==> src/rtl/atmega_exint.sv <==
// ATmega INTn / pin-change interrupt controller: inputs pass through two sync flops, and flags set two edges after an input change.
// Register reads are combinational; flag set wins over a same-cycle ack or write-1 clear. There is no backpressure.
module atmega_exint #(
  parameter int                    BUS_ADDR_DATA_LEN = 8,
  parameter int                    PORT_WIDTH        = 8,
  parameter int                    EXT_WIDTH         = 2,
  parameter int                    EICRA_ADDR        = 'h69,
  parameter int                    EIMSK_ADDR        = 'h3D,
  parameter int                    EIFR_ADDR         = 'h3C,
  parameter int                    PCICR_ADDR        = 'h68,
  parameter int                    PCIFR_ADDR        = 'h3B,
  parameter int                    PCMSK_ADDR        = 'h6B,
  parameter logic [PORT_WIDTH-1:0] PINMASK           = 'hFF
) (
  input  logic                         clk_i,
  input  logic                         rst_i,
  input  logic [BUS_ADDR_DATA_LEN-1:0] addr_i,
  input  logic                         wr_i,
  input  logic                         rd_i,
  input  logic [7:0]                   bus_i,
  output logic [7:0]                   bus_o,
  input  logic [PORT_WIDTH-1:0]        io_i,
  input  logic [EXT_WIDTH-1:0]         int_i,
  output logic [EXT_WIDTH-1:0]         int_req_o,
  input  logic [EXT_WIDTH-1:0]         int_ack_i,
  output logic                         pcint_req_o,
  input  logic                         pcint_ack_i
);

  localparam logic [BUS_ADDR_DATA_LEN-1:0] A_EICRA = BUS_ADDR_DATA_LEN'(EICRA_ADDR);
  localparam logic [BUS_ADDR_DATA_LEN-1:0] A_EIMSK = BUS_ADDR_DATA_LEN'(EIMSK_ADDR);
  localparam logic [BUS_ADDR_DATA_LEN-1:0] A_EIFR  = BUS_ADDR_DATA_LEN'(EIFR_ADDR);
  localparam logic [BUS_ADDR_DATA_LEN-1:0] A_PCICR = BUS_ADDR_DATA_LEN'(PCICR_ADDR);
  localparam logic [BUS_ADDR_DATA_LEN-1:0] A_PCIFR = BUS_ADDR_DATA_LEN'(PCIFR_ADDR);
  localparam logic [BUS_ADDR_DATA_LEN-1:0] A_PCMSK = BUS_ADDR_DATA_LEN'(PCMSK_ADDR);

  logic [PORT_WIDTH-1:0]  r_io_s1, r_io_s2, r_io_prev;
  logic [EXT_WIDTH-1:0]   r_int_s1, r_int_s2, r_int_prev;
  logic [1:0]             r_arm;
  logic [2*EXT_WIDTH-1:0] r_eicra;
  logic [EXT_WIDTH-1:0]   r_eimsk, r_eifr;
  logic                   r_pcicr, r_pcifr;
  logic [PORT_WIDTH-1:0]  r_pcmsk;

  logic                   w_armed;
  logic                   w_wr_eicra, w_wr_eimsk, w_wr_eifr, w_wr_pcicr, w_wr_pcifr, w_wr_pcmsk;
  logic [EXT_WIDTH-1:0]   w_int_rise, w_int_fall, w_int_set, w_int_clr;
  logic [PORT_WIDTH-1:0]  w_io_edge;
  logic                   w_pc_set, w_pc_clr;

  assign w_armed    = (r_arm == 2'd3);
  assign w_wr_eicra = wr_i && (addr_i == A_EICRA);
  assign w_wr_eimsk = wr_i && (addr_i == A_EIMSK);
  assign w_wr_eifr  = wr_i && (addr_i == A_EIFR);
  assign w_wr_pcicr = wr_i && (addr_i == A_PCICR);
  assign w_wr_pcifr = wr_i && (addr_i == A_PCIFR);
  assign w_wr_pcmsk = wr_i && (addr_i == A_PCMSK);

  assign w_int_rise = r_int_s2 & ~r_int_prev;
  assign w_int_fall = ~r_int_s2 & r_int_prev;
  assign w_io_edge  = r_io_s2 ^ r_io_prev;

  assign w_int_clr  = int_ack_i | (w_wr_eifr ? bus_i[EXT_WIDTH-1:0] : '0);
  assign w_pc_set   = w_armed && |(w_io_edge & r_pcmsk & PINMASK);
  assign w_pc_clr   = pcint_ack_i | (w_wr_pcifr & bus_i[0]);

  // Level mode bypasses the flag and requests straight from the synchronized pin.
  always_comb begin
    w_int_set = '0;
    int_req_o = '0;
    for (int n = 0; n < EXT_WIDTH; n++) begin
      case (r_eicra[2*n +: 2])
        2'b00: int_req_o[n] = r_eimsk[n] & ~r_int_s2[n];
        2'b01: begin
          w_int_set[n] = w_armed & (w_int_rise[n] | w_int_fall[n]);
          int_req_o[n] = r_eimsk[n] & r_eifr[n];
        end
        2'b10: begin
          w_int_set[n] = w_armed & w_int_fall[n];
          int_req_o[n] = r_eimsk[n] & r_eifr[n];
        end
        default: begin
          w_int_set[n] = w_armed & w_int_rise[n];
          int_req_o[n] = r_eimsk[n] & r_eifr[n];
        end
      endcase
    end
  end

  assign pcint_req_o = r_pcicr & r_pcifr;

  always_ff @(posedge clk_i) begin
    if (!rst_i) begin
      r_io_s1    <= io_i;
      r_io_s2    <= io_i;
      r_io_prev  <= io_i;
      r_int_s1   <= int_i;
      r_int_s2   <= int_i;
      r_int_prev <= int_i;
      r_arm      <= 2'd0;
      r_eicra    <= '0;
      r_eimsk    <= '0;
      r_eifr     <= '0;
      r_pcicr    <= 1'b0;
      r_pcifr    <= 1'b0;
      r_pcmsk    <= '0;
    end else begin
      r_io_s1    <= io_i;
      r_io_s2    <= r_io_s1;
      r_io_prev  <= r_io_s2;
      r_int_s1   <= int_i;
      r_int_s2   <= r_int_s1;
      r_int_prev <= r_int_s2;
      if (!w_armed) r_arm <= r_arm + 2'd1;
      if (w_wr_eicra) r_eicra <= bus_i[2*EXT_WIDTH-1:0];
      if (w_wr_eimsk) r_eimsk <= bus_i[EXT_WIDTH-1:0];
      if (w_wr_pcicr) r_pcicr <= bus_i[0];
      if (w_wr_pcmsk) r_pcmsk <= bus_i[PORT_WIDTH-1:0] & PINMASK;
      r_eifr  <= (r_eifr & ~w_int_clr) | w_int_set;
      r_pcifr <= (r_pcifr & ~w_pc_clr) | w_pc_set;
    end
  end

  always_comb begin
    bus_o = 8'h00;
    if (rd_i && rst_i) begin
      if      (addr_i == A_EICRA) bus_o = 8'(r_eicra);
      else if (addr_i == A_EIMSK) bus_o = 8'(r_eimsk);
      else if (addr_i == A_EIFR)  bus_o = 8'(r_eifr);
      else if (addr_i == A_PCICR) bus_o = 8'(r_pcicr);
      else if (addr_i == A_PCIFR) bus_o = 8'(r_pcifr);
      else if (addr_i == A_PCMSK) bus_o = 8'(r_pcmsk);
    end
  end

endmodule

==> config.mk <==
export PLATFORM = sky130hd
export DESIGN_NAME = atmega_exint
export DESIGN_NICKNAME = d
export VERILOG_FILES = /design/src/rtl/atmega_exint.sv
export SDC_FILE = /design/constraint.sdc
export NUM_CORES = 1
export LEC_CHECK = 0
export ABC_AREA = 1
export CORE_MARGIN = 4
export CORE_UTILIZATION = 55
export DETAILED_ROUTE_END_ITERATION = 10
export PLACE_DENSITY = 0.84
export SYNTH_ARGS = -nofsm -noshare
export SYNTH_HDL_FRONTEND = slang
export SYNTH_SLANG_ARGS = --single-unit
==> constraint.sdc <==
create_clock -name clk_i -period 2.75 [get_ports clk_i]
set_clock_uncertainty 0.15 [all_clocks]
set_input_delay 0.55 -clock clk_i [delete_from_list [all_inputs] [get_ports clk_i]]
set_output_delay 0.55 -clock clk_i [all_outputs]
set_load 0.02 [all_outputs]
# [Word level (Yosys, flattened, before mapping)]
# Index checks and enable logic that the tools add are counted.
# Widths: inputs -> output; s select.
[classes] mux=16 add_sub_neg=1 n_bitwise=30 n_eq_ne=11 reduce_logical=11
[ops] cell="$mux 8" n=9
[ops] cell="$eq 8x6->1 const B" n=3
[ops] cell="$eq 8x7->1 const B" n=3
[ops] cell="$and 1x1->1" n=13
[ops] cell="$and 8x8->8" n=1
[ops] cell="$logic_and 1x1->1" n=8
[ops] cell="$reduce_or 8->1" n=1
[ops] cell="$xor 8x8->8" n=1
[ops] cell="$and 2x2->2" n=3
[ops] cell="$eq 2x2->1 const B" n=3
[ops] cell="$mux 2" n=3
[ops] cell="$not 2->2" n=3
[ops] cell="$pmux 1 s3" n=2
[ops] cell="$eq 2x1->1 const B" n=2
[ops] cell="$logic_not 2->1" n=2
[ops] cell="$or 1x1->1" n=4
[ops] cell="$or 2x2->2" n=2
[ops] cell="$not 1->1" n=3
[ops] cell="$add 2x1->2 const B" n=1
[ops] cell="$mux 1" n=2
[totals] elab_cells=82 register_bits=50

# [Logic depth before layout (Yosys ltp)]
# Gate-level depths: netlist of the first run.
[logic_depth] depth_word=8 ltp_mapped=10

# [Least setup slack after synthesis of the first run]
# OpenSTA, ideal clock, no wires.
[synth_timing] kind="input to output" from="input port rst_i" to="output port bus_o[7]" t_arrival_ns=1.609 path_stages=3 n_path_buf=1 setup_slack_ns=0.441 path_cell_list="clkbuf_1 > nand2_1 > nor4_1"
[synth_via] elab_chain_cells=2
[synth_lines] element="from (decl)" line_no="16" text="input logic rst_i,"
[synth_lines] element="$logic_and 1x1->1" line_no="126" text="if (rd_i && rst_i) begin"
[synth_lines] element="$mux 8" line_no="126"
[synth_lines] element="to (decl)" line_no="21" text="output logic [7:0] bus_o,"
# Every way passes these cells.

# [Worst setup path after layout of the first run]
[layout_timing] from="input port addr_i[0]" to="output port bus_o[1]"
[layout_via] elab_chain_cells=8 word_cells_on_any_way=13 classes_between="6 x eq/ne; 7 x mux"
[layout_lines] element="from (decl)" line_no="17" text="input logic [BUS_ADDR_DATA_LEN-1:0] addr_i,"
[layout_lines] element="$eq 8x7->1" line_no="132" text="else if (addr_i == A_PCMSK) bus_o = 8'(r_pcmsk);"
[layout_lines] element="$mux 8" line_no="132"
[layout_lines] element="$mux 8" line_no="131" text="else if (addr_i == A_PCIFR) bus_o = 8'(r_pcifr);"
[layout_lines] element="$mux 8" line_no="130" text="else if (addr_i == A_PCICR) bus_o = 8'(r_pcicr);"
[layout_lines] element="$mux 8" line_no="129" text="else if (addr_i == A_EIFR) bus_o = 8'(r_eifr);"
[layout_lines] element="$mux 8" line_no="128" text="else if (addr_i == A_EIMSK) bus_o = 8'(r_eimsk);"
[layout_lines] element="$mux 8 *" line_no="127" text="if (addr_i == A_EICRA) bus_o = 8'(r_eicra);"
[layout_lines] element="$mux 8 *" line_no="126"
# Every way passes the cells marked *; elsewhere a longest branch is shown, timed or not.

==> summary.md, run 1 <==
| Metric | Value |
|---|---|
| Status | `finished clean` |
| Final setup fails | `0` |
| CTS Root Cell | `clkbuf_8` |
| Mapped Cells | `about 310` |
| Simple-Gate Fraction of Synth Area | `between 20% and 30%` |
| Antenna diodes | `0` |
| Final period util | `between 90 and 100%` |
| First-pass GRT wire length | `between 8 and 9 mm` |
| Synth Area in Compound Gates | `between 10 and 15%` |
| Vias | `between 2k and 2.5k` |
| Cell variety after synth | `27` |
| Clk buf depth | `2` |
| Routed WL per cell | `about 13 um` |
| Share of the synthesized area in the top cell type | `about 45%` |
| Die Wd | `between 70 and 80 um` |
| ANT nets after route | `0` |
| Area taken by multi-input logic gates | `between 1000 and 1500 um^2` |
| Layout cells sized above 1 | `a little over an eighth` |
| Fillcell total | `roughly 290` |
| Largest net degree at the start of global routing | `30` |
| Largest area contributor in the netlist | `dfxtp_1` |
| Commonest non-fill, non-tap cell in the layout | `nand2_1` |
| Synth async-reset ratio | `0%` |
| Critical Path AT | `slightly above 2 ns` |
| Comb pwr share | `between 10% and 20%` |
| H-tree depth | `2` |
| Actual slew at the worst max-slew pin | `slightly below 0.7 ns` |
| Ys flop type | `dfxtp_1` |
| Max VDD drop | `0.402 mV` |
| WL final | `just over 5 mm` |
| Worst-path clk slew | `around 0.090 ns` |
| Cell Area, Synth | `~2200 um^2` |
| Top cells by area, synth | `dfxtp_1 45%, nand2_1 14%, inv_1 7.4%` |
| Drt first pass iters | `4` |
| Initial antenna violation count | `0` |
| Worst skew pair latency | `around 0.30 ns` |
| Largest family of logic cells by synthesized area | `simple AND/OR/NAND/NOR gates` |
| Gpl congestion | `~0.85` |
| CP startpoint kind | `input pin` |
| Post-route design area | `2910 um^2` |
| Lkg Pwr | `~1.4 nW` |
| Register area | `about 1000 um^2` |
| Seq cells post-synth | `50` |
| Syn_nets | `350` |
| CORE AREA | `roughly 3800 um^2` |
| CP Max Fanout | `3` |
| Synthesized area per cell | `~7.3 um^2` |
| Critical path class | `input pin to primary output` |
| Max-cap viol count | `0` |
| Multiplexer share of the synthesized area | `0%` |
| Yosys Warn Count | `0` |
| Slew margin rel. | `54.1%` |
| Most frequent cells in the layout | `80 x nand2_1, 50 x dfxtp_1, 44 x inv_1` |
| CP endpoint kind | `primary output` |
| DP Area | `about 2800 um^2` |
| TNS Setup | `0 ns` |
| DP HPWL | `approximately 3.8 mm` |
| Post-Synth Adder-Cell Area | `6.16%` |
| Switching Share | `between 20% and 30%` |
| Nets | `a little over 400` |
| P per Cell Area | `around 460 nW/um^2` |
| Max Freq | `367 MHz` |
| Clock sinks | `50` |
| Vert. Die Dim | `roughly 72 um` |
| Final-report hold violation count | `0` |
| Worst EP required | `around 2.1 ns` |
| Sequential share of the synthesized area | `44.8%` |
| Post-Synth XOR/XNOR Area | `0%` |
| Total power | `0.00134 W` |
| Number of port buffers | `43` |
| Area grow syn2layout | `30.0%` |
| Internal power | `approximately 0.001 W` |
| Drt drc | `0` |
| Psw | `0.000330 W` |
| Vias per cell | `5.13` |
| Tmin final | `roughly 2.7 ns` |
| Total GRT Usage | `20.4%` |
| DIE AREA | `5150 um^2` |
| Max Slew Vio Count | `0` |
| Clk pwr share | `~30%` |
| Post-synth EDFFs | `0` |
| Sequential Power Share | `about three fifths` |
| Vias in the first global route | `between 1.5k and 2k` |
| GRT overflow | `0` |
| Iter 0 DRT Violations | `130` |
| Ports | `44` |
| Std-Cell Rows | `22` |
| Starting utilization of the core area | `a little under 60%` |
| HP Class | `register to register` |
| TritonCTS Buffers | `5` |
| Clock tree from TritonCTS | `built` |
[per-layer routing]
layer  global-route usage [%]  vias to the layer above  part of all wire, %
met5                        0                        -                    0
met3                     4.49                       10                  7.7
met2                     34.0                       88                   47
met4                     5.01                        0                  1.8
met1                     26.8                      935                   43
li1                         -                     1086                    -
[power by group through the flow]
stage	Clock, W	Sequential (W)	Combinational (W)
5_1_grt	0.000447	0.000788	0.000170
2_1_floorplan	0	0.000795	0.0000690
3_5_place_dp	0	0.000800	0.000147
3_3_place_gp	0	0.000797	0.000143
6_report	0.000404	0.000784	0.000151
4_1_cts	0.000410	0.000783	0.000148
[worst max-delay path, cell delays in order]
cell and delay (ns):
clkdlybuf4s50_1 0.48, nor2_2 0.18, inv_1 0.05, nor2_1 0.14, nand2_1 0.13, o22ai_2 0.11, nor2_1 0.07, nor2_1 0.15
buf_4 0.17
[flip-flops by register name, indices dropped and copies added, names as in the netlist, 4 cells and up]
name	count
r_pcmsk	8
r_io_s2	8
r_eicra	4
r_io_s1	8
r_io_prev	8
[path summary, 6_finish.rpt]
path          startpoint         end  slack (ns)  depth (start not counted)
max            addr_i[0]    bus_o[1]        0.03                          9
min           r_io_s1[2]  r_io_s2[2]        0.27                          2
max reg2reg  r_int_s2[1]   r_eifr[1]        1.37                          5
min reg2reg   r_io_s1[2]  r_io_s2[2]        0.27                          2
[area by class of cell]
type,instances,share of cell area [%]
clock inverter,2,0.344
multi-input combinational,204,36.7
clock buffer,5,2.37
sequential,50,34.4
inverter,46,5.94
tap,48,2.07
timing repair buffer,58,18.2
[through the flow]
stage	setup slack, ns	util [%]	hold WS (ns)	std cells
floorplan	0.441	-	0.249	306
global route	-0.0597	76.5	0.296	413
detailed placement	-0.371	73.6	0.262	404
CTS	0.0000693	75.5	0.284	411
global placement	-0.349	73.6	0.254	404
finish	0.0271	76.5	0.275	413
[cells in the mapped netlist (2+ instances only)]
| library cell | n |
|---|---|
| nand2_1 | 82 |
| nor2_1 | 31 |
| o21ai_1 | 4 |
| nand3_1 | 6 |
| nand4_1 | 5 |
| inv_1 | 44 |
| nand3b_1 | 2 |
| nor2_4 | 3 |
| ha_1 | 11 |
| nand2_2 | 3 |
| a21oi_1 | 22 |
| dfxtp_1 | 50 |
| inv_2 | 2 |
| clkbuf_1 | 5 |
| o21ai_0 | 24 |
[logic make-up (layout without fill, tap and decap cells)]
group | count (synthesis) | in the layout
buffers and inverters | 52 | 111
AOI/OAI and AO/OA | 57 | 57
adders and majority gates | 11 | 11
DFF | 50 | 50
and+or+nand+nor | 136 | 136
[timing repair]
item	in CTS	in global routing
cloned	0	0
endpoints found under the setup margin	8	9
pin swaps	0	7
resized for setup	23	27
hold buffers	0	0
buffers inserted	0	2
No activity file was read; power rests on OpenSTA's default activity.
==> run 2, diff against run 1 <==
TNS_END_PERCENT = 30   (was default)
==> run 2 against run 1 <==
Compared with the run above: critical path depth rose by 1; sequential cell count did not move; total power fell by 0.45%; first-iteration DRC count fell by 12%; critical endpoint is now bus_o[0]; count of clock-buffer cells in the layout did not move; routed wire length fell by 2.6%; critical path type unchanged; largest power group unchanged; via count fell by 2.2%; largest cell class unchanged; sequential share of layout area rose by 0.48 points; core utilization fell by 1.1 points; setup slack got worse by 0.0052 ns.
==> summary.md, run 2 (synthesis gave the netlist of run 1 again) <==
| Metric | Value |
|---|---|
| Largest net degree at the start of global routing | `30` |
| Max Slew Vio Count | `0` |
| Clk buf depth | `2` |
| DIE AREA | `~5100 um^2` |
| Vias per cell | `a little over 5` |
| Lkg Pwr | `between 1 and 1.5 nW` |
| TritonCTS Buffers | `5` |
| Worst path cell trace | `clkdlybuf4s50_1 -> nand2_1 -> nor2_4 -> nand3_1 -> nand3_1 -> nand2_1 -> nand3_1 -> nand2_1 -> inv_1 -> clkdlybuf4s15_2` |
| Area grow syn2layout | `28.2%` |
| Critical Path AT | `just over 2 ns` |
| Vias | `approximately 2.1k` |
| Launch point of the worst reg-to-reg path | `r_eicra[2]` |
| Internal power | `0.00101 W` |
| Drt first pass iters | `4` |
| Layout cells sized above 1 | `between 10% and 20%` |
| DP HPWL | `approximately 3.8 mm` |
| Final-report hold violation count | `0` |
| Tmin final | `around 2.7 ns` |
| Min-Delay Endpoint | `r_io_s2[2]` |
| CP startpoint kind | `input pin` |
| WL final | `5.05 mm` |
| Die Wd | `between 70 and 80 um` |
| CP Max Fanout | `4` |
| Vert. Die Dim | `~70 um` |
| Post-route design area | `roughly 2900 um^2` |
| CTS Hold Bufs | `0` |
| Clk pwr share | `a little under a third` |
| RSZ-0062 raised after global routing | `yes` |
| Final setup fails | `0` |
| Hold slack | `0.275 ns` |
| Switching Share | `~24%` |
| R2R depth | `5` |
| Number of port buffers | `43` |
| Max-cap viol count | `0` |
| First-pass GRT wire length | `between 8 and 9 mm` |
| Worst EP required | `~2.1 ns` |
| Ports | `44` |
| Bufs and invs on worst path | `3` |
| Actual slew at the worst max-slew pin | `around 0.68 ns` |
| HP Class | `register to register` |
| Worst skew pair latency | `0.30 ns` |
| Post-CTS setup buffer count | `0` |
| CTS Root Cell | `clkbuf_8` |
| Iter 0 DRT Violations | `115` |
| Max VDD drop | `0.401 mV` |
| CP max stage cell | `clkdlybuf4s50_1` |
| Nets | `407` |
| CORE AREA | `roughly 3800 um^2` |
| Initial antenna violation count | `0` |
| Max Freq | `around 370 MHz` |
| Clock tree from TritonCTS | `built` |
| Gpl congestion | `roughly 0.85` |
| Vias in the first global route | `between 1.5k and 2k` |
| Worst reg2reg setup slack | `1.38 ns` |
| Routed WL per cell | `about 12 um` |
| Comb pwr share | `11.1%` |
| Std-Cell Rows | `22` |
| Commonest non-fill, non-tap cell in the layout | `nand2_1` |
| Most frequent cells in the layout | `81 x nand2_1, 50 x dfxtp_1, 44 x inv_1` |
| Psw | `0.000325 W` |
| Max incr delay on CP | `roughly 0.50 ns` |
| HP Start | `r_io_s1[2]` |
| Starting utilization of the core area | `around 59%` |
| Final core utilization | `~75%` |
| Drt drc | `0` |
| Sequential Power Share | `58.8%` |
| ANT nets after route | `0` |
| GRT overflow | `0` |
| CP endpoint kind | `primary output` |
| Slew margin rel. | `between 50% and 60%` |
| Worst-path clk slew | `~0.09 ns` |
| Clock sinks | `50` |
| Critical path class | `input pin to primary output` |
| P per Cell Area | `roughly 470 nW/um^2` |
| Worst hold stages | `2` |
| Critical R2R Capture | `r_eifr[1]` |
| Total GRT Usage | `20.4%` |
| Final period util | `99.2%` |
| CP top delay family | `buffers and inverters` |
| Antenna diodes | `0` |
| DP Area | `~2800 um^2` |
| Status | `finished clean` |
| H-tree depth | `2` |
[run 2: layout make-up]
type / instances / area, um^2
clock buffers: 5 / 68.8
well taps: 48 / 60.1
clock inverters: 2 / 10.0
repair buffers: 56 / 510
multi-input cells: 204 / 1040
fillers: 308 / 932
inverters: 46 / 173
flip-flops and latches: 50 / 1000
[run 2: per-stage QoR]
| step | total power (W) | cells | TNS, ns | setup WS [ns] |
|---|---|---|---|---|
| floorplan | 0.000864 | 306 | 0 | 0.441 |
| global placement | 0.000940 | 404 | -2.42 | -0.349 |
| detailed placement | 0.000947 | 404 | -2.49 | -0.371 |
| CTS | 0.00134 | 411 | 0 | 0.0000693 |
| global route | 0.00140 | 411 | -0.200 | -0.0989 |
| finish | 0.00133 | 411 | 0 | 0.0219 |
[run 2: worst register-to-register path: cells and delay by family, from the launching register on]
kind	cells	cell delay, ns
flip-flops	1	0.38
AO/OA/AOI/OAI	3	0.38
adder cells (fa/ha/maj)	1	0.31
buffers and inverters	1	0.09
[run 2: worst max-delay path by stage]
| stage | from | to | slack, ns | depth (start not counted) |
|---|---|---|---|---|
| finish | addr_i[1] | bus_o[0] | 0.02 | 10 |
| floorplan | rst_i | bus_o[7] | 0.44 | 3 |
| detailed placement | addr_i[5] | bus_o[1] | -0.37 | 11 |
| CTS | addr_i[6] | bus_o[4] | 0.00007 | 8 |
| global placement | addr_i[6] | bus_o[2] | -0.35 | 8 |
| global route | addr_i[4] | bus_o[0] | -0.1 | 12 |
[run 2: layer usage]
| metal | track usage [%] | vias to the layer above | routed length [um] |
|---|---|---|---|
| met5 | 0 | - | 0 |
| met4 | 5.01 | 0 | 71 |
| met3 | 4.49 | 6 | 304 |
| met2 | 34.0 | 55 | 2380 |
| met1 | 26.8 | 929 | 2300 |
| li1 | - | 1083 | - |
[run 2: power by group through the flow]
| stage | Sequential (W) | Clock [W] | Combinational (W) |
|---|---|---|---|
| final | 0.000784 | 0.000402 | 0.000147 |
| after global routing | 0.000788 | 0.000447 | 0.000166 |
| after CTS | 0.000783 | 0.000410 | 0.000148 |
| after detailed placement | 0.000800 | 0 | 0.000147 |
| after global placement | 0.000797 | 0 | 0.000143 |
| after floorplan | 0.000795 | 0 | 0.0000690 |
[run 2: what timing repair did]
action / 4_1_cts / 5_1_grt
setup endpoints to repair: 8 / 9
hold endpoints to repair: 0 / 0
resized for setup: 23 / 15
pin swaps: 0 / 2
==> run 3, diff against run 2 <==
PLACE_DENSITY = 0.95   (was 0.84)
SLEW_MARGIN = 40   (was default)
==> run 3 against run 2 <==
Compared with the run above: combinational power rose by 4%; routed wire length rose by 2.6%; die area did not move; non-clock buffer count did not move; setup slack got worse by 0.014 ns; sequential power barely moved; largest cell class unchanged; critical path type unchanged; hold slack got worse by 0.0028 ns; critical path depth rose by 2; final area rose by 0.31%; count of clock-buffer cells in the layout did not move; global-route usage rose by 0.44 points; sequential cell count did not move.
==> summary.md, run 3 (synthesis gave the netlist of run 1 again) <==
| Metric | Value |
|---|---|
| GRT overflow | `0` |
| P per Cell Area | `473 nW/um^2` |
| Die Wd | `just over 70 um` |
| Final core utilization | `around three quarters` |
| Worst reg2reg setup slack | `~1.4 ns` |
| Routed WL per cell | `about 13 um` |
| Final setup fails | `0` |
| Max VDD drop | `0.660 mV` |
| Vias in the first global route | `just under 2k` |
| Status | `finished clean` |
| R2R depth | `5` |
| Clock tree from TritonCTS | `built` |
| Total GRT Usage | `between 20% and 30%` |
| Starting utilization of the core area | `58.9%` |
| RSZ-0062 raised after global routing | `yes` |
| Critical Path AT | `~2.0 ns` |
| Initial antenna violation count | `0` |
| Commonest non-fill, non-tap cell in the layout | `nand2_1` |
| Final period util | `between 90 and 100%` |
| Final Worst Setup Slack | `0.00827 ns` |
| Number of port buffers | `43` |
| Actual slew at the worst max-slew pin | `roughly 0.7 ns` |
| Vias per cell | `between 5 and 6` |
| Worst EP required | `2.05 ns` |
| Gpl congestion | `approximately 0.90` |
| Max incr delay on CP | `0.51 ns` |
| Worst skew pair latency | `between 0.3 and 0.4 ns` |
| Post-place setup slack | `-0.395 ns` |
| Vert. Die Dim | `just over 70 um` |
| Worst path cell trace | `clkdlybuf4s50_1 -> nand2_1 -> nor3_2 -> buf_4 -> nand2_2 -> nand2_1 -> inv_1 -> nand2_1 -> nand3_1 -> nand2_1 -> inv_1 -> clkdlybuf4s15_2` |
| Max Slew Vio Count | `0` |
| DIE AREA | `roughly 5100 um^2` |
| Most used cell, CP | `nand2_1` |
| Iter 0 DRT Violations | `around 140` |
| Area grow syn2layout | `28.6%` |
| Final-report hold violation count | `0` |
| Tmin final | `around 2.7 ns` |
| Ports | `44` |
| Fillcell total | `280` |
| First-pass GRT wire length | `8.46 mm` |
| CP Max Fanout | `6` |
| Area taken by multi-input logic gates | `about 1000 um^2` |
| CP max stage cell | `clkdlybuf4s50_1` |
| TritonCTS Buffers | `5` |
| Launch point of the worst reg-to-reg path | `r_int_s2[1]` |
| Drt drc | `0` |
| Drt first pass iters | `4` |
| Placed insts | `slightly above 400` |
| HP Start | `r_io_s1[1]` |
| Clock sinks | `50` |
| Max Freq | `between 300 and 400 MHz` |
| Fin cells | `~410` |
| Register area | `between 1000 and 1500 um^2` |
| Largest net degree at the start of global routing | `30` |
| ANT nets after route | `0` |
| CP startpoint kind | `input pin` |
| Min-Delay Endpoint | `r_io_s2[1]` |
| Post-route design area | `~2900 um^2` |
| CTS Hold Bufs | `0` |
| Most frequent cells in the layout | `81 x nand2_1, 50 x dfxtp_1, 44 x inv_1` |
| CP endpoint kind | `primary output` |
| Clk buf depth | `2` |
| Critical R2R Capture | `r_eifr[1]` |
| Worst hold stages | `2` |
| H-tree depth | `2` |
| Critical path class | `input pin to primary output` |
| Layout cells sized above 1 | `between 10% and 20%` |
| Slew margin rel. | `between 50% and 60%` |
| Max-cap viol count | `0` |
| CORE AREA | `3800 um^2` |
| Worst-path clk slew | `about 0.09 ns` |
| Vias | `roughly 2.1k` |
| Nets | `between 400 and 500` |
| HP Class | `register to register` |
| WL final | `~5.2 mm` |
| CTS Root Cell | `clkbuf_8` |
| DP HPWL | `3.81 mm` |
| Lkg Pwr | `approximately 1.3 nW` |
| Antenna diodes | `0` |
| DP Area | `between 2000 and 3000 um^2` |
| Std-Cell Rows | `22` |
==> run 3: what timing repair did <==
item                       4_1_cts  5_1_grt
pin swaps                        1        0
buffers inserted                 1        0
resized for setup               29        7
setup endpoints to repair        8        8
==> run 3: worst max-delay path by stage <==
| stage | cells after the start | slack, ns | from | end |
|---|---|---|---|---|
| 5_1_grt | 11 | -0.12 | addr_i[7] | bus_o[0] |
| 3_5_place_dp | 7 | -0.39 | addr_i[6] | bus_o[7] |
| 4_1_cts | 10 | 0.0002 | addr_i[0] | bus_o[0] |
| 6_report | 12 | 0.008 | addr_i[5] | bus_o[0] |
| 2_1_floorplan | 3 | 0.44 | rst_i | bus_o[7] |
| 3_3_place_gp | 7 | -0.36 | addr_i[6] | bus_o[7] |
==> run 3: layout make-up <==
cell class	instances	share of cell area [%]
clock buffer	5	2.39
clock inverter	3	0.740
inverter	46	6.01
multi-input combinational	204	36.4
sequential	50	34.8
tap	48	2.09
timing repair buffer	56	17.6
==> run 3: report_power, final <==
part           switching [W]  leakage (nW)  total [W]  internal (W)
combinational      0.0000776         0.826   0.000153     0.0000754
sequential         0.0000208         0.415   0.000784      0.000763
clock               0.000245        0.0441   0.000424      0.000179
total               0.000344          1.28    0.00136       0.00102
==> run 3: worst max-delay path, delay by kind of cell <==
family	cells	cell delay, ns
buffers and inverters	5	0.98
AND/OR/NAND/NOR	7	0.51
==> run 3: metrics by stage <==
stage,TNS (ns),hold WS (ns),total power (W)
6_report,0,0.273,0.00136
5_1_grt,-0.314,0.301,0.00142
4_1_cts,0,0.277,0.00137
3_5_place_dp,-2.80,0.261,0.000947
3_3_place_gp,-2.50,0.253,0.000937
2_1_floorplan,0,0.249,0.000864
==> run 3: routing by layer <==
layer | routed length (um) | global-route usage, % | vias to the layer above
li1 | - | - | 1086
met1 | 2160 | 24.1 | 927
met2 | 2450 | 36.2 | 78
met3 | 374 | 5.47 | 21
met4 | 196 | 8.77 | 0
met5 | 0 | 0 | -
